==> config.mk <==
export PLATFORM = sky130hd
export DESIGN_NAME = alu_serial_exec
export DESIGN_NICKNAME = d
export VERILOG_FILES = /design/src/rtl/alu_serial_exec.sv
export SDC_FILE = /design/constraint.sdc
export NUM_CORES = 1
export LEC_CHECK = 0
export BUFFER_PORTS_ARGS = -buffer_cell sky130_fd_sc_hd__buf_2
export CORE_MARGIN = 2
export CORE_UTILIZATION = 41
export DETAILED_ROUTE_END_ITERATION = 7
export PLACE_DENSITY = 0.67
export SLEW_MARGIN = 20
export SYNTH_ARGS = -nofsm -noshare
export SYNTH_HDL_FRONTEND = slang
export SYNTH_SLANG_ARGS = --single-unit
export TNS_END_PERCENT = 100
==> constraint.sdc <==
create_clock -name clk -period 4.7 [get_ports clk]
set_clock_uncertainty 0.2 [all_clocks]
set_input_delay 1.175 -clock clk [delete_from_list [all_inputs] [get_ports clk]]
set_output_delay 1.175 -clock clk [all_outputs]
set_load 0.01 [all_outputs]
==> src/rtl/alu_serial_exec.sv <==
// Digit-serial ALU for the execute stage: one DIGIT-bit slice per clock, LSB slice first.
// Accepts ADD/SUB/AND/OR/SLT from the ALU decoder and returns the result and a zero flag.
module alu_serial_exec #(
    parameter int WIDTH = 32,
    parameter int DIGIT = 8
) (
    input  logic             clk,
    input  logic             rst_n,
    input  logic             inValid,
    output logic             inReady,
    input  logic [2:0]       aluControl,
    input  logic [WIDTH-1:0] srcA,
    input  logic [WIDTH-1:0] srcB,
    output logic             outValid,
    input  logic             outReady,
    output logic [WIDTH-1:0] aluResult,
    output logic             zero,
    output logic [1:0]       dbgState
);

    // Handshake: a request transfers on a rising edge where inValid & inReady;
    // a result transfers on a rising edge where outValid & outReady. Once raised,
    // outValid and the result stay asserted and stable until that transfer.

    localparam int NSLICE = WIDTH / DIGIT;
    localparam int CW     = (NSLICE > 1) ? $clog2(NSLICE) : 1;
    localparam logic [CW-1:0] LAST = CW'(NSLICE - 1);

    if (WIDTH % DIGIT != 0) begin : g_bad_digit
        $error("alu_serial_exec: WIDTH must be a multiple of DIGIT");
    end

    localparam logic [2:0] OP_ADD = 3'b000;
    localparam logic [2:0] OP_SUB = 3'b001;
    localparam logic [2:0] OP_AND = 3'b010;
    localparam logic [2:0] OP_OR  = 3'b011;
    localparam logic [2:0] OP_SLT = 3'b100;

    typedef enum logic [1:0] {
        IDLE = 2'd0,
        CALC = 2'd1,
        DONE = 2'd2
    } state_t;

    state_t state, stateNext;

    logic [2:0]       opQ;
    logic [WIDTH-1:0] opA;
    logic [WIDTH-1:0] opB;
    logic [WIDTH-1:0] resQ;
    logic [CW-1:0]    cnt;
    logic             carry;
    logic             zeroAcc;
    logic             zeroQ;

    logic             accept;
    logic             lastSlice;
    logic             isSlt;
    logic [DIGIT-1:0] aSl;
    logic [DIGIT-1:0] bSl;
    logic [DIGIT-1:0] bEff;
    logic [DIGIT:0]   sum;
    logic [DIGIT-1:0] sliceRes;
    logic             sliceZero;
    logic             sltBit;
    logic [WIDTH-1:0] resNext;
    logic             zeroNext;

    assign inReady   = rst_n && (state == IDLE);
    assign outValid  = (state == DONE);
    assign aluResult = resQ;
    assign zero      = zeroQ;
    assign dbgState  = state;
    assign accept    = inValid && inReady;

    // State register
    always_ff @(posedge clk or negedge rst_n) begin
        if (!rst_n) begin
            state <= IDLE;
        end else begin
            state <= stateNext;
        end
    end

    // Next-state logic
    always_comb begin
        stateNext = state;
        case (state)
            IDLE: if (accept) stateNext = CALC;
            CALC: if (lastSlice) stateNext = DONE;
            DONE: if (outReady) stateNext = IDLE;
            default: stateNext = IDLE;
        endcase
    end

    // Slice datapath; SUB and SLT share the A + ~B + 1 adder path.
    always_comb begin
        lastSlice = (cnt == LAST);
        isSlt     = (opQ == OP_SLT);
        aSl       = opA[cnt*DIGIT +: DIGIT];
        bSl       = opB[cnt*DIGIT +: DIGIT];
        bEff      = (opQ == OP_SUB || isSlt) ? ~bSl : bSl;
        sum       = {1'b0, aSl} + {1'b0, bEff} + {{DIGIT{1'b0}}, carry};
        case (opQ)
            OP_AND:  sliceRes = aSl & bSl;
            OP_OR:   sliceRes = aSl | bSl;
            default: sliceRes = sum[DIGIT-1:0];
        endcase
        sliceZero = (sliceRes == '0);

        // On the top slice, sliceRes[DIGIT-1] is the sign of A - B.
        sltBit = sliceRes[DIGIT-1] ^
                 ((opA[WIDTH-1] != opB[WIDTH-1]) && (sliceRes[DIGIT-1] != opA[WIDTH-1]));

        resNext = resQ;
        resNext[cnt*DIGIT +: DIGIT] = sliceRes;
        if (isSlt && lastSlice) begin
            resNext = {{(WIDTH-1){1'b0}}, sltBit};
        end
        zeroNext = isSlt ? ~sltBit : (zeroAcc && sliceZero);
    end

    always_ff @(posedge clk or negedge rst_n) begin
        if (!rst_n) begin
            opQ     <= OP_ADD;
            opA     <= '0;
            opB     <= '0;
            resQ    <= '0;
            cnt     <= '0;
            carry   <= 1'b0;
            zeroAcc <= 1'b0;
            zeroQ   <= 1'b0;
        end else begin
            case (state)
                IDLE: begin
                    if (accept) begin
                        opQ     <= aluControl;
                        opA     <= srcA;
                        opB     <= srcB;
                        cnt     <= '0;
                        carry   <= (aluControl == OP_SUB) || (aluControl == OP_SLT);
                        zeroAcc <= 1'b1;
                    end
                end
                CALC: begin
                    resQ    <= resNext;
                    carry   <= sum[DIGIT];
                    zeroAcc <= zeroAcc && sliceZero;
                    if (lastSlice) begin
                        zeroQ <= zeroNext;
                    end else begin
                        cnt <= cnt + 1'b1;
                    end
                end
                default: ;
            endcase
        end
    end

endmodule

After elaboration in Yosys (flattened, before gate mapping)
Index checks and enable logic that the tools add are counted.
{"block": "word_totals", "mem_count": 0, "reg_bits": 106, "word_cells": 68, "output_inout_bits": 37, "mem_bits_ro": 0, "latch_bits": 0, "mem_bits_rw": 0, "in_bits": 71}
{"block": "classes", "reduce_logical": 15, "n_mul": 0, "eq_ne": 15, "muxes": 16, "n_bitwise": 5, "n_addsub": 4, "shift": 4, "div_mod_pow": 0, "n_lt_le_gt_ge": 0}
{"operator": "$shiftx 32x6->8", "count": 2}
{"operator": "$neg 5->34", "count": 1}
{"operator": "$shift 8x34->32 const A", "count": 1}
{"operator": "$shiftx 8x34->32", "count": 1}
{"operator": "$bwmux 32", "count": 1}
{"operator": "$mux 32", "count": 1}
{"operator": "$pmux 8 s2", "count": 1}
{"operator": "$mux 2", "count": 5}
{"operator": "$add 8x8->9", "count": 1}
{"operator": "$add 9x1->9", "count": 1}
{"operator": "$and 8x8->8", "count": 1}
{"operator": "$logic_not 8->1", "count": 1}
{"operator": "$mux 8", "count": 1}
{"operator": "$not 8->8", "count": 1}
{"operator": "$or 8x8->8", "count": 1}
{"operator": "$eq 3x1->1 const B", "count": 2}
{"operator": "$eq 3x2->1 const B", "count": 2}
{"operator": "$eq 3x3->1 const B", "count": 2}
{"operator": "$ne 2x2->1 const B", "count": 3}
{"operator": "$pmux 2 s3", "count": 1}
{"operator": "$reduce_and 2->1", "count": 3}
{"operator": "$reduce_and 3->1", "count": 2}
{"operator": "$logic_and 1x1->1", "count": 5}
{"operator": "$eq 2x2->1 const B", "count": 2}
{"operator": "other kinds (12)", "count": 17}

Logic depth before layout (Yosys ltp)
Gate-level depths: netlist (run 1).
{"block": "depth", "depth_word": 11, "mapped_depth": 15, "ltp_nobuf": 14}

Worst setup path after synthesis (run 1)
Ideal clock, no wire load.
{"block": "synth_timing", "kind": "register to register", "start": "register opQ[0]", "end": "register zeroQ, in the netlist zero", "period_less_slack_ps": 3774, "t_required_ps": 4378, "setup_ps": 122, "path_stages_with_launch": 16, "slack_ps": 926, "n_path_buf": 1, "t_arrival_ps": 3452, "cell_sequence": "dfrtp_1 buf_1 xnor2_1 nor2_1 xnor2_1 fa_1 inv_1 fa_1 a211oi_1 o21ai_0 and3_1 o31ai_1 nor2_1 and3_1 o22ai_1 o21ai_1"}
{"block": "synth_via", "elab_chain_cells": 11, "word_cells_on_any_way": 16, "cone_classes": "add/sub: 2; eq/ne: 5; mux: 3; bitwise: 2; reduce/logical: 4"}
{"item": "start: declaration", "line": "47", "text": "logic [2:0] opQ;"}
{"item": "start signal: assignment", "line": "137", "text": "opQ <= aluControl;"}
{"item": "$eq 3x1->1 or $eq 3x3->1 (tied branches)", "line": "102, 99"}
{"item": "$logic_or 1x1->1", "line": "102", "text": "bEff = (opQ == OP_SUB || isSlt) ? ~bSl : bSl;"}
{"item": "$mux 8", "line": "102"}
{"item": "$add 8x8->9", "line": "103", "text": "sum = {1'b0, aSl} + {1'b0, bEff} + {{DIGIT{1'b0}}, carry};"}
{"item": "$add 9x1->9", "line": "103"}
{"item": "$pmux 8 s2", "line": "104", "text": "case (opQ)"}
{"item": "$ne 1x1->1", "line": "113", "text": "((opA[WIDTH-1] != opB[WIDTH-1]) && (sliceRes[DIGIT-1] != opA[WIDTH-1]));"}
{"item": "$logic_and 1x1->1", "line": "113"}
{"item": "$xor 1x1->1", "line": "112", "text": "sltBit = sliceRes[DIGIT-1] ^"}
{"item": "$not 1->1", "line": "120", "text": "zeroNext = isSlt ? ~sltBit : (zeroAcc && sliceZero);"}
{"item": "$mux 1 *", "line": "120"}
{"item": "end signal: assignment", "line": "150", "text": "zeroQ <= zeroNext;"}
{"item": "end: declaration", "line": "54", "text": "logic zeroQ;"}
Every way passes the cells marked *; elsewhere a longest branch is shown, timed or not.
A chain may end at the register's enable or synchronous reset.

Worst setup path in the final report (run 1)
{"block": "layout_timing", "start": "register cnt[0]", "end": "register zeroQ, in the netlist zero"}
{"block": "layout_via", "elab_chain_cells": 11, "word_cells_on_any_way": 18, "cone_classes": "add/sub: 2; eq/ne: 2; shift: 2; mux: 3; bitwise: 5; reduce/logical: 4"}
{"item": "start: declaration", "line": "51", "text": "logic [CW-1:0] cnt;"}
{"item": "start signal: assignment", "line": "152", "text": "cnt <= cnt + 1'b1;"}
{"item": "$shiftx 32x6->8", "line": "101", "text": "bSl = opB[cnt*DIGIT +: DIGIT];"}
{"item": "$not 8->8", "line": "102"}
{"item": "$mux 8", "line": "102"}
{"item": "$add 8x8->9", "line": "103"}
{"item": "$add 9x1->9", "line": "103"}
{"item": "$pmux 8 s2", "line": "104"}
{"item": "$ne 1x1->1", "line": "113"}
{"item": "$logic_and 1x1->1", "line": "113"}
{"item": "$xor 1x1->1", "line": "112"}
{"item": "$not 1->1", "line": "120"}
{"item": "$mux 1", "line": "120"}
Several ways; a longest one is shown, not always the timed one.

==> results of run 1 <==
[critical path, stage by stage, from the launching register on]
cell and delay, ns:
dfrtp_1 0.39, buf_4 0.26, mux4_2 0.57, xnor2_1 0.19
fa_1 0.23, inv_1 0.06, fa_1 0.44, a211oi_1 0.24
o21ai_0 0.14, and3_1 0.21, o31ai_1 0.19, buf_4 0.18
nor2_1 0.04, and3_1 0.22, o22ai_1 0.13, o21ai_1 0.07
[cell type report]
| type | instances | area (um2) |
|---|---|---|
| repair buffers | 116 | 605.6 |
| inverters | 9 | 33.78 |
| fillers | 1109 | 5941 |
| well taps | 168 | 210.2 |
| clock buffers | 11 | 232.7 |
| clock inverters | 4 | 76.32 |
| multi-input cells | 383 | 2310 |
| flip-flops and latches | 106 | 2653 |
[stage by stage]
step                      cells  area (um2)  worst slack [ns]
after floorplan             520        5090            0.9264
after global placement      782        5812            0.9278
after detailed placement    782        5812            0.8040
after CTS                   797        6121            0.7913
after global routing        797        6121            0.5100
final                       797        6121            0.8223
[state kept, by name, indices dropped and copies added (netlist names)]
name	cells
cnt	2
carry	1
aluResult	32
zero	1
opQ	3
zeroAcc	1
dbgState	2
opB	32
opA	32
[metal layers]
metal	global-route usage, %	share of wire [%]	wire [um]	vias to the layer above
met2	31.35	47	5601	133
met4	7.470	2.4	289	0
li1	-	-	-	1957
met5	0	0	0	-
met3	4.341	5.4	646	20
met1	25.64	45	5403	1920
[power groups by stage]
| stage | Clock [uW] | Sequential, uW | Combinational, uW |
|---|---|---|---|
| floorplan | 0 | 1540 | 2160 |
| finish | 793 | 1560 | 2990 |
| global placement | 0 | 1570 | 2900 |
| global route | 846 | 1610 | 3320 |
| detailed placement | 0 | 1580 | 2980 |
| CTS | 812 | 1560 | 3000 |
[logic make-up after synthesis]
| family | synth area share [%] |
|---|---|
| multiplexers | 7.522 |
| buffers and inverters | 2.581 |
| AND/OR/NAND/NOR | 21.02 |
| XOR/XNOR | 2.237 |
| AO/OA/AOI/OAI | 9.538 |
| adder cells (fa/ha/maj) | 4.990 |
| flip-flops | 52.11 |
[synth_stat cells (3+ instances only)]
cell type,instances
and3_1,3
nand2b_1,4
inv_1,9
ha_1,12
o31ai_1,3
o21ai_1,17
buf_1,3
xor2_1,9
nor3_1,5
nor2_1,6
o21a_1,3
maj3_2,3
nor2b_1,3
clkbuf_1,14
maj3_1,3
mux4_2,16
nand2_1,224
o21ai_0,10
a22o_1,19
xnor2_1,4
dfrtp_1,106
and2_1,4
a21oi_1,8
buf_2,3
[worst paths after layout]
kind | cells after the start | endpoint | slack [ns] | startpoint
setup / recovery | 15 | zero | 0.82 | cnt[0]
hold / removal | 2 | opA[9] | 0.27 | opA[9]
setup reg to reg | 15 | zero | 0.82 | cnt[0]
hold reg to reg | 2 | opA[9] | 0.27 | opA[9]
max in group asynchronous | 3 | aluResult[17] | 2.39 | rst_n
min in group asynchronous | 2 | opA[12] | 0.75 | rst_n
==> metrics.md, run 1 <==
| Metric | Value |
|---|---|
| Switching part of the total power | 43.73% |
| Die Wd | ~120 um |
| Final ANT Viol Nets | 0 |
| Max-cap violation count | 0 |
| Synth unique cells | 46 |
| Worst vdd ir | 0.3955 mV |
| Req. time, crit path | roughly 4.7 ns |
| Fin crit period | approximately 3.9 ns |
| Initial DRC Count | 338 |
| First-pass GRT wire length | 20,000 um |
| Fin. Hold Viols | 0 |
| Io pins | 108 |
| Final Max Tran Viols | 0 |
| Die area | between 10,000 and 15,000 um2 |
| CTS Hold Bufs | 0 |
| P&R area growth vs syn | 20.26% |
| H-Tree Depth | 3 |
| Largest net degree at the start of global routing | 70 |
| Register area share after synthesis | 52.11% |
| CTS tree | built |
| Rel. slew slack | 46.63% |
| Worst hold path class | reg -> reg |
| CTS max path bufs | 2 |
| Share of cells above drive strength 1 | 24.64% |
| Post-DR wirelength/cell | 14.98 um |
| PD cells | 872.8 nW/um2 |
| Syn Inst Count | 520 |
| EDFF count, synth | 0 |
| Nets | just over 700 |
| Synth top area share | 52.11% |
| Detailed placement HPWL | around 8900 um |
| Final setup vio count | 0 |
| Most frequent cells in the layout | 223 x nand2_1, 106 x dfrtp_1, 106 x buf_2, 19 x a22o_1, 17 x o21ai_1 |
| Synth area leaders | dfrtp_1 52%, nand2_1 17%, mux4_2 7.1%, a22o_1 3.3%, ha_1 2.9% |
| # DRC | 0 |
| Vias in the first global route | between 4,000 and 5,000 |
| Mapped Nets | just over 600 |
| Setup_tns | 0 ns |
| Critical path class | reg -> reg |
| Congestion Overflow GR | 0 |
| Post-synth top flop | dfrtp_1 |
| Port Buffers | 107 |
| Final period util | between 80% and 90% |
| Routability cong. | slightly below 0.9 |
| Setup Buffers After CTS | 0 |
| Most common cell after layout, fill and taps aside | nand2_1 |
| Initial Util | 42.20% |
| Critical Path Fanout Max | 11 |
| Syn. warnings | 0 |
| Clock power frac | between 10% and 20% |
| Total power | 5342 uW |
| CTS sink cnt | around 110 |
| CTS Buf Count | 9 |
| Internal power | 3006 uW |
| Via density | between 5 and 6 |
| Crit end category | flop |
| Startpoint types | flop |
| FP Rows | 40 |
| DR vias | 4,030 |
| Final hold slack | 0.2699 ns |
| NetSw | around 2300 uW |
| Die height | 115.4 um |
| FF+latch count, synth | 106 |
| Least-Margin Pin Slew | roughly 0.79 ns |
| Antenna cells | 0 |
| Mean Syn Cell Area | 9.788 um2 |
| Logic pwr share | 55.9% |
| Synth async-reset ratio | 100.0% |
| Core ar. | 12,060 um2 |
| Initial DRT Pass Iterations | 4 |
| Initial antenna violation count | 0 |
| Clk pin slew, worst setup/hold paths | 0.07 ns |
| Leakage | between 0.003 and 0.004 uW |
| Yosys top cell by area | dfrtp_1 |
| Tot GR Track Use | between 10% and 20% |
| Crit path DAT | 3.92 ns |
| Seq pwr share | 29.2% |
| Post-layout util | about 51% |
| Cts repair resizes | 0 |
| DRT Wirelength | 11,940 um |
| Synthesized area | 5090 um2 |
| Worst-Skew Late Latency | 0.35 ns |
| Status | finished clean |
| Fmax achieved | 257.9 MHz |
| RSZ-0062 raised after global routing | false |
| CTS root buf | clkbuf_16 |
Note: power is estimated with default switching activity, not from simulation.
==> run 2, diff against run 1 <==
--- a/config.mk
+++ b/config.mk
@@ -5,11 +5,12 @@
 export SDC_FILE = /design/constraint.sdc
 export NUM_CORES = 1
 export LEC_CHECK = 0
+export ABC_AREA = 1
 export BUFFER_PORTS_ARGS = -buffer_cell sky130_fd_sc_hd__buf_2
 export CORE_MARGIN = 2
 export CORE_UTILIZATION = 41
 export DETAILED_ROUTE_END_ITERATION = 7
-export PLACE_DENSITY = 0.67
+export PLACE_DENSITY = 0.69
 export SLEW_MARGIN = 20
 export SYNTH_ARGS = -nofsm -noshare
 export SYNTH_HDL_FRONTEND = slang
==> constraint.sdc (replaced) <==
create_clock -name clk -period 3.35 [get_ports clk]
set_clock_uncertainty 0.2 [all_clocks]
set_input_delay 0.8375 -clock clk [delete_from_list [all_inputs] [get_ports clk]]
set_output_delay 0.8375 -clock clk [all_outputs]
set_load 0.01 [all_outputs]
==> run 2 against run 1 <==
  * First-iteration DRC count shrank 39%
  * Sequential cell count is the same
  * Clock power grew 46%
  * Final cell count grew 15%
  * Utilization shrank 0.56 points
  * Hold slack gained 0.012 ns
  * Critical path depth grew 3
  * Sequential power grew 43%
  * Critical endpoint unchanged
  * Die area grew 9.2%
==> metrics.md, run 2 <==
| Metric | Value |
|---|---|
| Fin. Hold Viols | 0 |
| Crit end category | flop |
| FP Rows | between 40 and 50 |
| Synth async-reset ratio | 100.0% |
| Critical-path top delay cell | fa_1 |
| Startpoint types | flop |
| H-Tree Depth | 3 |
| DRT Wirelength | 13,210 um |
| First-pass GRT wire length | 22,210 um |
| Status | finished clean |
| FILL cells | 1,310 |
| Mapped Nets | 709 |
| Most frequent cell after synthesis | nand2_1 |
| Final setup vio count | 0 |
| Synth area leaders | dfrtp_1 48%, nand2_1 13%, mux2_2 12%, nand3_1 4.3%, inv_1 4.0% |
| Post-layout util | about half |
| Register area share after synthesis | 47.57% |
| CTS sink cnt | roughly 110 |
| Worst hold path class | reg -> reg |
| Core ar. | 13,240 um2 |
| EDFF count, synth | 0 |
| Largest net degree at the start of global routing | 73 |
| Placed cell area | around 6300 um2 |
| Switching part of the total power | 45.77% |
| Max-cap violation count | 0 |
| Share of cells above drive strength 1 | 29.19% |
| Internal power | 4329 uW |
| Fin crit period | 3.069 ns |
| Syn Inst Count | 624 |
| DR vias | 4,522 |
| Routability cong. | just over 0.9 |
| RSZ-0062 raised after global routing | false |
| Hold path cells | 2 |
| Worst Path Buf+Inv | 2 |
| Most common cell after layout, fill and taps aside | nand2_1 |
| Fmax achieved | 325.9 MHz |
| Io pins | 108 |
| P&R area growth vs syn | 19.18% |
| Clock power frac | 14.5% |
| Synth unique cells | 33 |
| Die area | 14,550 um2 |
| FF+latch count, synth | 106 |
| Vias in the first global route | 4,513 |
| Detailed placement HPWL | 10,280 um |
| Req. time, crit path | between 3 and 4 ns |
| Critical Path Fanout Max | 22 |
| Die Wd | 120.6 um |
| Tot GR Track Use | 19.46% |
| Leakage | between 0.003 and 0.004 uW |
| Final Max Tran Viols | 0 |
| Crit path max-delay family | simple AND/OR/NAND/NOR gates |
| Synth cell count leaders | 189 x nand2_1, 106 x dfrtp_1, 61 x mux2_2 |
| CTS max path bufs | 2 |
| Most used cell, CP | nand2_1 |
| Post-DR wirelength/cell | 14.42 um |
| Crit path DAT | 3.17 ns |
| Crit-path cells | buf_4 -> buf_4 -> nand2_1 -> nand3_1 -> nand2_2 -> xor2_1 -> fa_1 -> a21oi_1 -> nand2_1 -> nand2_1 -> nor2_1 -> nor2_2 -> nand2_1 -> nor2_1 -> nand3_1 -> nand2_1 -> nand2_1 -> nand2_1 |
| R2r startpoint | cnt[0] |
| Initial antenna violation count | 0 |
| Hold Crit Start | aluResult[27] |
| Worst vdd ir | 0.5512 mV |
| # DRC | 0 |
| Yosys top cell by area | dfrtp_1 |
| CTS root buf | clkbuf_16 |
| Initial Util | 42.11% |
| Congestion Overflow GR | 0 |
| Port Buffers | between 100 and 150 |
| Most frequent cells in the layout | 188 x nand2_1, 106 x dfrtp_1, 106 x buf_2, 61 x mux2_2, 59 x inv_1 |
| Synth top area share | 47.57% |
| CTS tree | built |
| Final period util | 91.60% |
| Worst r2r path cells | 18 |
| Mean Syn Cell Area | between 8 and 9 um2 |
| Worst Hold Endpoint | aluResult[27] |
| Critical path class | reg -> reg |
| Logic pwr share | 57.5% |
| CTS Buf Count | 9 |
| Initial DRT Pass Iterations | 4 |
| Cell area after layout | 6646 um2 |
| Post-synth top flop | dfrtp_1 |
| Slowest stage delay, CP | 0.46 ns |
| Least-Margin Pin Slew | around 0.89 ns |
| Seq pwr share | between 20% and 30% |
| Antenna cells | 0 |
| Clk pin slew, worst setup/hold paths | 0.07 ns |
| Die height | 120.6 um |
| Via density | just under 5 |
| Initial DRC Count | 207 |
| Final ANT Viol Nets | 0 |
| Setup_tns | 0 ns |
| Worst R2R End | zero |
| Nets | between 800 and 900 |
| Worst-Skew Late Latency | 0.36 ns |
| Reg2reg setup slack | 0.28 ns |
| PD cells | around 1200 nW/um2 |
| Rel. slew slack | 40.43% |
| Syn. warnings | 0 |
| CTS Hold Bufs | 0 |
| Synthesized area | 5577 um2 |
| NetSw | 3653 uW |
-- run 2: cell count changes after synthesis, moves of 7 or more --
cell	before	now
mux2_2	0	61
inv_1	9	59
nand3_1	1	48
nand2_1	224	189
nor2_1	6	34
mux4_2	16	0
a22o_1	19	4
clkbuf_1	14	0
o21ai_1	17	3
buf_2	3	14
o21ai_0	10	19
nand2_2	0	7
o22ai_1	1	8
-- run 2: timing repair --
action / in CTS / in global routing
buffers inserted: 0 / 0
resized for setup: 0 / 1
endpoints found under the setup margin: 0 / 1
-- run 2: cell type report --
cell class	count	area, um2	area share, %
sequential	106	2653	39.91
clock buffer	11	242.7	3.652
tap	176	220.2	3.313
timing repair buffer	120	648.1	9.752
inverter	61	230.2	3.464
multi-input combinational	437	2567	38.63
clock inverter	5	85.08	1.280
-- run 2: logic make-up (layout without fill, tap and decap cells) --
group | after synthesis | after routing | synth area share [%]
adders and majority gates | 14 | 14 | 3.410
buffers and inverters | 81 | 197 | 6.439
and+or+nand+nor | 294 | 294 | 22.32
AOI/OAI and AO/OA | 57 | 57 | 6.215
DFF | 106 | 106 | 47.57
muxes | 61 | 61 | 12.32
xor gates and xnor gates | 11 | 11 | 1.728
-- run 2: power groups by stage --
stage	Combinational (uW)	Clock, uW	Sequential [uW]
floorplan	3420	0	2200
global placement	4550	0	2240
detailed placement	4590	0	2260
CTS	4610	1180	2230
global route	5220	1240	2300
finish	4590	1160	2230
-- run 2: metal layers --
layer  up-vias  track usage, %  wire length, um
li1       2258               -                -
met1      2125           25.97             6087
met2       123           31.67             6231
met3        16           5.094              668
met4         0           4.797              221
met5         -               0                0
-- run 2: worst max path at each step --
| stage | start | endpoint | slack, ns | depth (start not counted) |
|---|---|---|---|---|
| global placement | cnt[0] | zero | 0.31 | 19 |
| floorplan | opQ[0] | zero | 0.53 | 18 |
| global route | cnt[0] | zero | 0.0007 | 21 |
| CTS | cnt[0] | zero | 0.29 | 19 |
| detailed placement | cnt[0] | zero | 0.32 | 20 |
| finish | cnt[0] | zero | 0.28 | 18 |
-- run 2: per-stage QoR --
step           worst slack, ns  power, uW  std cells  hold slack (ns)
3_3_place_gp            0.3075       6787        900           0.2672
6_report                0.2814       7982        916           0.2819
5_1_grt              0.0006695       8758        916           0.3179
3_5_place_dp            0.3226       6842        900           0.2745
4_1_cts                 0.2866       8019        916           0.2910
2_1_floorplan           0.5268       5621        624           0.2797
-- run 2: worst reg2reg max path, stage by stage (launching register included) --
cell and delay, ns:
dfrtp_1 0.37, buf_4 0.24, buf_4 0.28, nand2_1 0.09, nand3_1 0.10, nand2_2 0.08, xor2_1 0.19, fa_1 0.46
a21oi_1 0.24, nand2_1 0.07, nand2_1 0.06, nor2_1 0.06, nor2_2 0.13, nand2_1 0.08, nor2_1 0.10, nand3_1 0.09
nand2_1 0.07, nand2_1 0.05, nand2_1 0.05
